--- config.mk ---
export PLATFORM = sky130hd
export DESIGN_NAME = line_mem_arbiter
export DESIGN_NICKNAME = d
export VERILOG_FILES = /design/src/rtl/line_mem_arbiter.sv
export SDC_FILE = /design/constraint.sdc
export NUM_CORES = 1
export LEC_CHECK = 0
export CELL_PAD_IN_SITES_DETAIL_PLACEMENT = 1
export CELL_PAD_IN_SITES_GLOBAL_PLACEMENT = 2
export CORE_AREA = 10 10 533 535
export CTS_CLUSTER_DIAMETER = 200
export DETAILED_ROUTE_END_ITERATION = 16
export DIE_AREA = 0 0 543 545
export PLACE_DENSITY_LB_ADDON = 0.25
export SLEW_MARGIN = 40
export SYNTH_ARGS = -nofsm -noshare
export SYNTH_HDL_FRONTEND = slang
export SYNTH_SLANG_ARGS = --single-unit
--- constraint.sdc ---
create_clock -name clk -period 1.76 [get_ports clk]
set_input_delay 0.352 -clock clk [delete_from_list [all_inputs] [get_ports clk]]
set_output_delay 0.352 -clock clk [all_outputs]
set_load 0.02 [all_outputs]
--- src/rtl/line_mem_arbiter.sv ---
// Round-robin arbiter that shares one cacheline-wide memory port between the icache and dcache.
// The winner's command is held on the memory port until mem_resp, then the response is routed back to that cache.
module line_mem_arbiter #(
  parameter int ADDR_W   = 32,
  parameter int LINE_W   = 256,
  parameter int OFFSET_W = 5
) (
  input  logic              clk,
  input  logic              rst,
  input  logic [ADDR_W-1:0] i_addr,
  input  logic              i_read,
  output logic [LINE_W-1:0] i_rdata,
  output logic              i_resp,
  input  logic [ADDR_W-1:0] d_addr,
  input  logic              d_read,
  input  logic              d_write,
  input  logic [LINE_W-1:0] d_wdata,
  output logic [LINE_W-1:0] d_rdata,
  output logic              d_resp,
  output logic [ADDR_W-1:0] mem_addr,
  output logic              mem_read,
  output logic              mem_write,
  output logic [LINE_W-1:0] mem_wdata,
  input  logic [LINE_W-1:0] mem_rdata,
  input  logic              mem_resp,
  output logic              proto_err
);

  typedef enum logic [1:0] {
    IDLE = 2'd0,
    BUSY = 2'd1,
    HOLD = 2'd2
  } state_t;

  localparam logic OWN_I = 1'b0;
  localparam logic OWN_D = 1'b1;
  localparam logic [ADDR_W-1:0] ALIGN_MASK = {{(ADDR_W-OFFSET_W){1'b1}}, {OFFSET_W{1'b0}}};

  state_t r_state;
  state_t w_next;

  logic              r_rrLast;
  logic              r_owner;
  logic              r_memRead;
  logic              r_memWrite;
  logic              r_protoErr;
  logic [ADDR_W-1:0] r_addr;
  logic [LINE_W-1:0] r_wdata;

  logic w_iReq;
  logic w_dReq;
  logic w_grant;
  logic w_grantD;
  logic w_grantWrite;
  logic w_done;
  logic w_iResp;
  logic w_dResp;

  assign w_iReq       = i_read;
  assign w_dReq       = d_read | d_write;
  assign w_grant      = (r_state == IDLE) && (w_iReq || w_dReq);
  // On a tie the requester that was not served last wins.
  assign w_grantD     = w_dReq && (!w_iReq || (r_rrLast == OWN_I));
  assign w_grantWrite = w_grantD && d_write;
  assign w_done       = (r_state == BUSY) && mem_resp;
  assign w_iResp      = w_done && (r_owner == OWN_I);
  assign w_dResp      = w_done && (r_owner == OWN_D);

  always_ff @(posedge clk) begin
    if (rst) r_state <= IDLE;
    else     r_state <= w_next;
  end

  always_comb begin
    w_next = r_state;
    case (r_state)
      IDLE:    if (w_iReq || w_dReq) w_next = BUSY;
      BUSY:    if (mem_resp) w_next = HOLD;
      HOLD:    w_next = IDLE;
      default: w_next = IDLE;
    endcase
  end

  always_ff @(posedge clk) begin
    if (rst) begin
      r_rrLast   <= OWN_I;
      r_owner    <= OWN_I;
      r_memRead  <= 1'b0;
      r_memWrite <= 1'b0;
      r_addr     <= '0;
      r_wdata    <= '0;
    end else if (w_grant) begin
      r_owner    <= w_grantD;
      r_addr     <= (w_grantD ? d_addr : i_addr) & ALIGN_MASK;
      r_memWrite <= w_grantWrite;
      r_memRead  <= !w_grantWrite;
      r_wdata    <= w_grantWrite ? d_wdata : '0;
    end else if (w_done) begin
      r_memRead  <= 1'b0;
      r_memWrite <= 1'b0;
      r_rrLast   <= r_owner;
    end
  end

  // Sticky: stray responses outside BUSY, or a dcache read+write collision at grant time.
  always_ff @(posedge clk) begin
    if (rst) begin
      r_protoErr <= 1'b0;
    end else if ((mem_resp && (r_state != BUSY)) ||
                 ((r_state == IDLE) && d_read && d_write)) begin
      r_protoErr <= 1'b1;
    end
  end

  assign mem_addr  = r_addr;
  assign mem_read  = r_memRead;
  assign mem_write = r_memWrite;
  assign mem_wdata = r_wdata;
  assign i_resp    = w_iResp;
  assign d_resp    = w_dResp;
  assign i_rdata   = w_iResp ? mem_rdata : '0;
  assign d_rdata   = w_dResp ? mem_rdata : '0;
  assign proto_err = r_protoErr;

endmodule

==> metrics.cfg <==
[yosys]
synth_top_area_share=0.389
synth_sequential_area_ratio=0.389
ys_types=34
yosys_warnings=0
total_of_flip_flops_plus_latches_after_synthesis=290
cell_types_occupying_the_most_area_after_synthesis=sky130_fd_sc_hd__dfxtp_1 39%, sky130_fd_sc_hd__and2_1 21%, sky130_fd_sc_hd__a21oi_1 9.6%, sky130_fd_sc_hd__nand3_1 8.6%, sky130_fd_sc_hd__o21ai_1 6.6%
postSynth.asyncResetShare=0
post-synth-top-area-cell=sky130_fd_sc_hd__dfxtp_1
synthFlopType=sky130_fd_sc_hd__dfxtp_1
synth-edff-count=0
syn_inst=1930
syn-cell-area_mm2=0.0149
average_cell_area_after_synthesis_um2=7.73

[setup_path]
timing.critical_path.from_type=flop
critical_path_arrival_ns=2.37
worst-r2r-setup-slack_ns=-0.11
rr_worst_depth=7
timing_worst_setup_path_type=flop to primary output
cp_data_required_time_ns=1.41
critical_path.max_fanout=28
worstSetupEndpointType=primary output

[cells_and_area]
fillerInstances=31900
final_cell_mix=780 x sky130_fd_sc_hd__clkdlybuf4s50_1, 461 x sky130_fd_sc_hd__and2_1, 412 x sky130_fd_sc_hd__buf_4
fin_util=0.142
area_growth_pct=160
total_area_of_sequential_cells_mm2=0.00581
final_net_count=4032
final_common_cell=sky130_fd_sc_hd__clkdlybuf4s50_1
multiInputGateArea_mm2=0.00816
drive_above_1_share=0.297

[placement]
globalplace.congestion=0.887
dp_slack_ns=-1.17
port-buffer-count=1371
hpwl_mm=218

[timing]
clock_skew_ns=0.0263
rsz_0062_raised_after_global_routing=yes
finalSetupTns_ns=-453.92
timing.final.crit_period_ns=2.73
report.final.setup_viol=765
final.hold.worst_slack_ns=0.0995
period_share=1.55
worst_slack_ns=-0.965
max_freq_mhz=367
final-max-slew-violation-count=0
timing.slew.headroom=0.618
timing_worst_slew_pin_value_ns=0.571
finalHoldViolations=0

[hold_path]
worstHoldPathCells=2
holdCritPathClass=primary input to flop

[clock_network]
clock_path_buffers=3
clk_pin_slew_ns=0.06
worst_skew_pair_later_pin_latency_ns=0.64
numCtsBuffers=47
clk_root_buffer_cell=sky130_fd_sc_hd__clkbuf_16
cts_tree=yes
cts_hold_buffers=0
clock_sinks=290
clock_tree.htree_level_count=2

[run]
max-cap-violations=0

[route]
dr.pass1.iters=4
detail_route.drc_violations=0
drt_iter0_drc=1002
route.final.wire_length_mm=245
via_density=3.07
post_drt_wl_per_cell_um=34.2
antenna_violating_nets_post_route=0
vias=21900

[pwr]
comb_power_share=0.342
p_int_mw=17.1
seq_power_share=0.278
report.power.total_mw=26.2
p_per_area_mw_per_mm2=675
vdd_ir_drop_max_uv=683
p_clk_frac=0.380
switchingPower_mw=9.07
total_leakage_power_nw=14.6
sw_frac_of_total=0.346

[floorplanning]
dieWidth_um=543
floorplan.initialDensity=0.0546
fp.dieArea_mm2=0.296
die_height_um=545
floorplan.rows=192
ios=1387
core_region_area_mm2=0.273

[global_route]
grt_first_pass_wirelength_mm=297
via_count_of_the_first_global_routing_pass=23000
antenna_found_initial=205
grt_util_all_layers=0.156
grt_max_degree=56
total_congestion_overflow_after_global_routing=0

[run_status]
violations_in_the_final_reports=setup timing
outcome=complete, but fails checks

## per-stage QoR
stage / instances / area (um^2)
after CTS: 7053 / 38300
after global routing: 7099 / 38700
after floorplan: 1934 / 14900
after global placement: 6954 / 36400
final: 7152 / 38800
after detailed placement: 6954 / 36400
## registers in the layout, indices dropped and copies added, names as in the netlist
signal	flops
mem_wdata	256
mem_read	1
proto_err	1
r_rrLast	1
r_owner	1
r_state	2
mem_write	1
mem_addr	27
## worst max-delay path: stages (launching register included)
cell                       delay, ns
sky130_fd_sc_hd__dfxtp_1        0.31
sky130_fd_sc_hd__nand3b_4       0.19
sky130_fd_sc_hd__nor2_4         0.17
sky130_fd_sc_hd__buf_12         0.18
sky130_fd_sc_hd__buf_12         0.14
sky130_fd_sc_hd__buf_16         0.19
sky130_fd_sc_hd__buf_8          0.15
sky130_fd_sc_hd__and2_4         0.14
sky130_fd_sc_hd__buf_6          0.10
sky130_fd_sc_hd__buf_12         0.11
## timing repair
action / 4_1_cts / 5_1_grt
buffers inserted: 6 / 21
gates cloned: 6 / 3
hold endpoints to repair: 0 / 0
gates resized for setup: 360 / 465
pin swaps: 0 / 1
setup endpoints to repair: 828 / 843
## worst paths after layout
| kind | start | endpoint |
|---|---|---|
| worst max-delay path | r_state[1] | d_rdata[146] |
| worst min-delay path | rst | mem_wdata[80] |
| worst max register to register | r_state[0] | mem_wdata[166] |
| worst min register to register | mem_wdata[245] | mem_wdata[245] |
## cells by family (layout without fill, tap and decap cells)
| logic type | count (synthesis) | after routing | share of synthesized area |
|---|---|---|---|
| and+or+nand+nor | 839 | 839 | 0.323 |
| AOI/OAI and AO/OA | 577 | 577 | 0.212 |
| DFF | 290 | 290 | 0.389 |
| buffers and inverters | 223 | 1777 | 0.0746 |
| other | 1 | 80 | 0.000251 |
## final cells by class
cell class,instances,area share
repair buffers,1687,0.477
flip-flops and latches,290,0.150
inverters,3,0.000290
diodes,75,0.00483
multi-input cells,1421,0.210
well taps,3589,0.116
clock inverters,17,0.00490
clock buffers,70,0.0369
## Yosys cell counts (20+ instances only)
library cell	instances
sky130_fd_sc_hd__o21ai_0	61
sky130_fd_sc_hd__buf_2	33
sky130_fd_sc_hd__buf_4	36
sky130_fd_sc_hd__nand2_1	57
sky130_fd_sc_hd__a21oi_1	287
sky130_fd_sc_hd__clkbuf_1	116
sky130_fd_sc_hd__o21ai_1	196
sky130_fd_sc_hd__nand3_1	257
sky130_fd_sc_hd__and2_1	512
sky130_fd_sc_hd__dfxtp_1	290
sky130_fd_sc_hd__a311oi_2	20
sky130_fd_sc_hd__clkbuf_2	25
## routing by layer
| layer | up-vias | wire length (um) | track usage |
|---|---|---|---|
| li1 | 9703 | - | - |
| met1 | 10500 | 85600 | 0.161 |
| met2 | 1270 | 116000 | 0.267 |
| met3 | 367 | 31900 | 0.0858 |
| met4 | 56 | 10700 | 0.0551 |
| met5 | - | 390 | 0 |
## power by group through the flow
stage	clock, mW	combinational [mW]	sequential, mW
floorplan	0	2.33	7.90
global placement	0	9.03	7.42
detailed placement	0	9.01	7.43
CTS	10.5	9.08	7.30
global route	10.7	9.47	7.34
finish	9.96	8.95	7.29
Power figures use the tool's default switching activity.
